==> config.mk <==
export PLATFORM = sky130hd
export DESIGN_NAME = ebr_sp_burst_ctrl
export DESIGN_NICKNAME = d
export VERILOG_FILES = /design/src/rtl/ebr_sp_burst_ctrl.sv
export SDC_FILE = /design/constraint.sdc
export NUM_CORES = 1
export LEC_CHECK = 0
export CAP_MARGIN = 20
export CELL_PAD_IN_SITES_DETAIL_PLACEMENT = 0
export CELL_PAD_IN_SITES_GLOBAL_PLACEMENT = 1
export CORE_MARGIN = 4
export CORE_UTILIZATION = 25
export DETAILED_ROUTE_END_ITERATION = 10
export GPL_TIMING_DRIVEN = 1
export PLACE_DENSITY_LB_ADDON = 0.1
export SYNTH_ARGS = -nofsm -noshare
export SYNTH_HDL_FRONTEND = slang
export SYNTH_SLANG_ARGS = --single-unit
==> constraint.sdc <==
create_clock -name CLK -period 1.7 [get_ports CLK]
set_clock_uncertainty 0.2 [all_clocks]
set_input_delay 0.34 -clock CLK [delete_from_list [all_inputs] [get_ports CLK]]
set_output_delay 0.34 -clock CLK [all_outputs]
set_load 0.01 [all_outputs]
==> src/rtl/ebr_sp_burst_ctrl.sv <==
// ebr_sp_burst_ctrl: turns one burst request into consecutive single-port EBR cycles and realigns read data to the output-register latency
module ebr_sp_burst_ctrl #(
  parameter int DATA_WIDTH = 18,
  parameter string REGMODE = "NOREG",
  parameter logic [2:0] CSDECODE = 3'b000,
  parameter int LEN_WIDTH = 5,
  localparam int SHIFT = DATA_WIDTH == 18 ? 4 : DATA_WIDTH == 9 ? 3 : DATA_WIDTH == 4 ? 2 : DATA_WIDTH == 2 ? 1 : 0,
  localparam int WA = 14 - SHIFT
) (
  input  logic                  CLK,
  input  logic                  RST,
  input  logic                  req_valid,
  output logic                  req_ready,
  input  logic                  req_write,
  input  logic [WA-1:0]         req_addr,
  input  logic [LEN_WIDTH-1:0]  req_len,
  input  logic [DATA_WIDTH-1:0] wr_data,
  input  logic                  wr_valid,
  output logic                  wr_ready,
  output logic [DATA_WIDTH-1:0] rd_data,
  output logic                  rd_valid,
  output logic                  done,
  output logic                  busy,
  output logic                  mem_ce,
  output logic                  mem_we,
  output logic                  mem_oce,
  output logic [2:0]            mem_cs,
  output logic                  mem_rst,
  output logic [13:0]           mem_ad,
  output logic [DATA_WIDTH-1:0] mem_di,
  input  logic [DATA_WIDTH-1:0] mem_do
);
  localparam int L = (REGMODE == "OUTREG") ? 2 : 1;
  localparam logic [1:0] IDLE = 2'd0, WRITE = 2'd1, READ = 2'd2, DRAIN = 2'd3;
  logic [1:0] state;
  logic [WA-1:0] word_addr;
  logic [LEN_WIDTH-1:0] count, len;
  logic [L-1:0] vpipe, lpipe;
  logic wdone, issue, beat, last;
  logic [DATA_WIDTH-1:0] hold;
  always_comb begin
    issue = state == READ;
    beat = state == WRITE && wr_valid;
    last = count == len;
  end
  assign req_ready = state == IDLE;
  assign busy = state != IDLE;
  assign wr_ready = state == WRITE;
  assign mem_ce = issue || beat;
  assign mem_we = beat;
  assign mem_oce = L == 2;
  assign mem_cs = CSDECODE;
  assign mem_rst = RST;
  assign mem_ad = 14'(word_addr) << SHIFT;
  assign mem_di = wr_data;
  assign rd_valid = vpipe[L-1];
  assign rd_data = rd_valid ? mem_do : hold;
  assign done = wdone || lpipe[L-1];
  always_ff @(posedge CLK) begin
    if (RST) begin
      state <= IDLE;
      word_addr <= '0;
      count <= '0;
      len <= '0;
      vpipe <= '0;
      lpipe <= '0;
      wdone <= 1'b0;
      hold <= '0;
    end else begin
      vpipe <= (vpipe << 1) | L'(issue);
      lpipe <= (lpipe << 1) | L'(issue && last);
      wdone <= beat && last;
      if (rd_valid) hold <= mem_do;
      if (state == IDLE) begin
        if (req_valid) begin
          word_addr <= req_addr;
          len <= req_len;
          count <= '0;
          state <= req_write ? WRITE : READ;
        end
      end else if (issue || beat) begin
        word_addr <= word_addr + 1'b1;
        count <= count + 1'b1;
        if (last) state <= issue ? DRAIN : IDLE;
      end else if (state == DRAIN && vpipe == '0) begin
        state <= IDLE;
      end
    end
  end
endmodule

# ---- Word level (Yosys, flattened, before mapping)
# Cells that the tools add are included.
dict set report op_classes {
  shift 0
  addsub 2
  n_div 0
  n_bitwise 1
  reduce_logical 13
  n_lt_le_gt_ge 0
  multipliers 0
  eq_ne 6
  n_mux 14
}
# cell n
set op_table {}
lappend op_table {{two-way mux 10 bit} 3}
lappend op_table {{two-way mux 18 bit} 1}
lappend op_table {{two-way mux 5 bit} 3}
lappend op_table {{two-way mux 2 bit} 7}
lappend op_table {{adder 10 x 1 -> 10 bit, second input constant} 1}
lappend op_table {{adder 5 x 1 -> 5 bit, second input constant} 1}
lappend op_table {{equality test 5 bit} 1}
lappend op_table {{equality test 2 bit, second input constant} 2}
lappend op_table {{logical AND 1 bit} 4}
lappend op_table {{AND reduction 2 bit} 2}
lappend op_table {{nonzero test 2 bit} 2}
lappend op_table {{!= test 3 x 2 -> 1 bit, second input constant} 1}
lappend op_table {{AND reduction 3 bit} 1}
lappend op_table {{nonzero test 3 bit} 1}
lappend op_table {{equality test 2 x 1 -> 1 bit, second input constant} 1}
lappend op_table {{zero test 2 bit} 1}
lappend op_table {{logical OR 1 bit} 2}
lappend op_table {{!= test 2 bit, second input constant} 1}
lappend op_table {{inverter 1 bit} 1}
dict set report word_totals {
  ramBits 0
  reg_bits 43
  wordCells 44
  latch_bits 0
  memories 0
  in_bits 56
  romBits 0
}

# ---- Logic depth before layout (Yosys ltp)
dict set report logic_depth {
  depth_word 5
  depth_mapped 6
  ltp_nobuf 6
}

# ---- Worst setup path before layout
# Ideal clock, no wire load.
dict set report synth_timing {
  path_kind {register to register}
  startpoint {reg state[0]}
  endpoint {reg word_addr[3]}
  setup_slack_ns 0.019
  stages_incl_launch_ff 7
  setup_time_ns 0.074
  required_time_ns 1.426
  n_path_buf 1
  arrival_time_ns 1.406
  cell_sequence {dfxtp_1 > or2_1 > buf_6 > clkinv_8 > nand2_4 > or4b_1 > a31oi_1}
}
dict set report synth_between {
  word_cells_on_any_way 9
  cone_classes {eq/ne: 3; mux: 1; reduce/logical: 5}
}
# element line
set synth_lines {}
lappend synth_lines {{start: declaration} 35} ;# logic [1:0] state;
lappend synth_lines {{start signal: assignment} 79} ;# state <= req_write ? WRITE : READ;
lappend synth_lines {{start signal: assignment} 84} ;# if (last) state <= issue ? DRAIN : IDLE;
lappend synth_lines {{zero test 2 bit (*)} --}
lappend synth_lines {{net req_ready} 13} ;# output logic req_ready,
lappend synth_lines {{!= test 2 bit (no source line) or nonzero test 2 bit (tied branches)} --}
lappend synth_lines {{AND reduction 2 bit (no source line)} --}
lappend synth_lines {{end signal: assignment} 76} ;# word_addr <= req_addr;
lappend synth_lines {{end signal: assignment} 82} ;# word_addr <= word_addr + 1'b1;
lappend synth_lines {{end: declaration} 36} ;# logic [WA-1:0] word_addr;
# The timed path passes the listed nets; every way through them passes the cells marked *.
# A chain may end at the register's enable or synchronous reset.

# ---- Final worst setup path
dict set report layout_timing {
  startpoint {reg vpipe (netlist: rd_valid)}
  endpoint {out rd_data[1]}
}
dict set report layout_between {
  elab_chain_cells 1
}
# element line
set layout_rtl {}
lappend layout_rtl {{start: declaration} 38} ;# logic [L-1:0] vpipe, lpipe;
lappend layout_rtl {{start signal: assignment} 70} ;# vpipe <= (vpipe << 1) | L'(issue);
lappend layout_rtl {{two-way mux 18 bit} --}
lappend layout_rtl {{end: declaration} 20} ;# output logic [DATA_WIDTH-1:0] rd_data,
# No other way between the ends.

==> results.cfg <==
[route]
drt_wl_total_um = 6360
wl_per_cell_um = 14.3
firstDrtPassIters = 4
met1_length_um = 2940
drc = 0
drt_iter0_markers = 41
routed.top_layer = met4
wl_met2_um = 2920
wl_met3_um = 471
vias = 2022
drtAntennaViolNets = 0
via_per_inst = 4.53

[hold_path]
hold_depth = 2
min_to = len[1]
min-delay-start = len[1]
hold_path.class = reg2reg

[logic_synthesis]
synthTopCellsByArea = dfxtp_1 (39%), buf_4 (9.1%), mux2_2 (9.1%)
synth_simple_gate_area_share_pct = 19.9
synth_top_family_by_area = simple AND/OR/NAND/NOR gates
synth_compound_area_share_pct = 13.6
synth_seq_area_share_pct = 38.8
synthAdderAreaFrac_pct = 1.13
syn-instance-count = 248
yosys.area.top_type = dfxtp_1
ys_ff_latch = 43
avgSynthCellArea_sq_um = 8.93
yosysWarnings = 0
synth_mux_area_share_pct = 11.0
synth_top_area_share_pct = 38.8
synth_xor_area_share_pct = 2.37
netlist_area_sq_um = 2220
yosys.cell_types.count = 45

[placed_design]
portBuffers = 73
dp_hpwl_um = 4470
finalWeightedCongestion = 0.724
dp_cells = 428

[critical_path]
r2r-end = word_addr[3]
r2r-start = state[0]
r2r_slack_ns = -0.05
crit_arrival_ns = 1.35
end_kind = primary output
worstPathCellList = buf_12, buf_8, mux2_4, buf_6
cp-start-kind = register
worstPathRequired_ns = 1.16
crit_path_top_delay_cell = dfxtp_2
path_delay_family = buffers and inverters
crit_fanout = 8
path_buf_inv = 3
crit_type = reg2out
reg2reg_depth = 7
max_stage_delay_ns = 0.36

[power_and_ir_drop]
pwr_density_cell_nw_per_um2 = 814
ir_drop_mv = 0.323
switching_share_pct = 31.3
pwr-share-seq_pct = 40.8
power_uw = 2850
combPwrFrac_pct = 36.6
leakage_uw = 0.00147
switchingPower_uw = 891
pwr-share-clk_pct = 22.6
p_int_uw = 1960

[timing]
setup_viol = 21
fmax_mhz = 530
period_needed_ns = 1.89
setup_ws_ns = -0.186
rsz0062_at_grt = true
relSlewSlack_pct = 64.6
worst_pin_slew_ns = 0.531
drv_slew = 0
hold_violations = 0
fin_crit_sh_pct = 111

[global_routing]
grt_max_degree = 45
grt-ovfl-total = 0
grt_pass1_vias = 2096
grt_pass1_wl_um = 10400
grt_antenna_before_repair = 0
gr-usage-all-layers_pct = 12.6

[floorplanning]
io_pins = 118
dieWidth_um = 102
die_h_um = 102
rows = 34
core-area_sq_um = 8680
die-area_sq_um = 10400
start_util_pct = 25.5

[clock_tree]
clock-sinks = 43
cts_made_buffers = 5
htree_levels = 2
cts.path.max_buffers = 2
clk_latency_ns = 0.29
ctsHoldBuffers = 0
cts_root_buffer = clkbuf_8
cts_tree = done
clkTransAtPathRegs_ns = 0.08

[job]
maxCapViolations = 0

[cells_and_area]
stdcell_count = 446
finalNetCount = 395
diodes = 0
fillerInstances = 948
final_layout_size_suffix_gt1_share_pct = 35.2
area_growth_pct = 57.9

[run_status]
violations = setup timing
status = finished, violations left
-- sequential cells by signal (all words and copies together) (netlist names) --
signal	flops
state	2
wdone	1
word_addr	10
hold	18
count	5
lpipe	1
rd_valid	1
len	5
-- worst register-to-register path, delay by kind of cell (launching register included) --
family	cells	cell delay, ns
compound gates	1	0.16
flops	1	0.38
simple gates	3	0.61
buf+inv	3	0.34
-- power groups by stage --
stage	registers (uW)	logic [uW]	clock network, uW
2_1_floorplan	1180	469	0
3_3_place_gp	1180	928	0
3_5_place_dp	1180	928	0
4_1_cts	1160	1010	692
5_1_grt	1180	1140	718
6_report	1160	1040	644
-- area by class of cell --
type	count	area [sq um]	area share, %
Clock buffer	7	76.3	2.18
Clock inverter	1	5.00	0.143
Inverter	3	23.8	0.680
Multi-Input combinational cell	168	1260	36.1
Sequential cell	43	873	25.0
Tap cell	108	135	3.86
Timing Repair Buffer	116	1120	32.1
-- per-stage QoR --
| stage | util, % | TNS, ns | worst slack [ns] | cell area, sq um | hold slack, ns |
|---|---|---|---|---|---|
| finish | 40.3 | -3.16 | -0.186 | 3500 | 0.270 |
| global route | 40.3 | -4.32 | -0.246 | 3500 | 0.303 |
| CTS | 39.3 | -3.52 | -0.216 | 3410 | 0.276 |
| detailed placement | 35.7 | -13.82 | -0.529 | 3100 | 0.263 |
| global placement | 35.7 | -13.56 | -0.520 | 3100 | 0.261 |
| floorplan | - | 0 | 0.0192 | 2240 | 0.248 |
-- worst max-delay path by stage --
stage,from,to,slack (ns),depth (start not counted)
after detailed placement,wr_valid,mem_ce,-0.53,6
after global routing,rd_valid,rd_data[1],-0.25,4
after floorplan,state[0],word_addr[3],0.02,6
after CTS,rd_valid,rd_data[1],-0.22,4
after global placement,wr_valid,mem_ce,-0.52,6
final,rd_valid,rd_data[1],-0.19,4
-- cell usage in the layout (no fill, tap or decap), types with 2 or more instances in the layout --
cell,Yosys,layout
a211oi_1,5,4
a21oi_1,16,15
a221oi_2,0,2
a311oi_1,6,5
a31oi_1,2,2
buf_12,0,3
buf_2,3,2
buf_4,27,32
buf_6,1,27
buf_8,0,2
clkbuf_1,10,2
clkbuf_2,0,2
clkbuf_8,0,5
clkdlybuf4s50_1,0,35
conb_1,1,8
dfxtp_1,43,37
dfxtp_2,0,4
dfxtp_4,0,2
dlygate4sd2_1,0,12
ha_1,2,2
inv_2,2,2
mux2_4,0,18
mux2i_1,4,4
nand2_1,23,23
nand2b_1,4,4
nand3_1,8,7
nand3b_1,2,2
nand4_1,2,2
nor2_1,10,8
nor2b_1,21,19
nor3_1,5,5
o21ai_0,5,5
xor2_1,5,5
-- repair_timing --
item	4_1_cts	5_1_grt
pin swaps	3	3
setup buffers	9	4
setup endpoints to repair	43	38
gates resized for setup	169	23
-- synth_stat cells, drive strengths merged --
master,count
dfxtp,43
buf,31
nand2,24
nor2b,21
mux2,18
a21oi,16
clkbuf,10
nor2,10
nand3,8
a311oi,6
o21ai,6
a211oi,5
nor3,5
xor2,5
mux2i,4
nand2b,4
a221oi,3
a31oi,2
ha,2
inv,2
nand3b,2
nand4,2
or2,2
a22o,1
a22oi,1
and3,1
clkinv,1
conb,1
nor3b,1
nor4,1
o211ai,1
o21a,1
o21bai,1
o22ai,1
o31ai,1
o32ai,1
or3,1
or4,1
or4b,1
xnor2,1
-- layer usage --
metal	GRT usage, %	vias up
met4	2.72	0
li1	-	1007
met3	4.10	2
met2	20.6	61
met1	16.4	952
met5	0	-
-- kinds of logic after synthesis --
group / count (synthesis)
muxes: 22
AOI/OAI and AO/OA: 46
other: 1
buffers and inverters: 44
and+or+nand+nor: 84
xor gates and xnor gates: 6
DFF: 43
adders and majority gates: 2
Power figures use the tool's default switching activity.
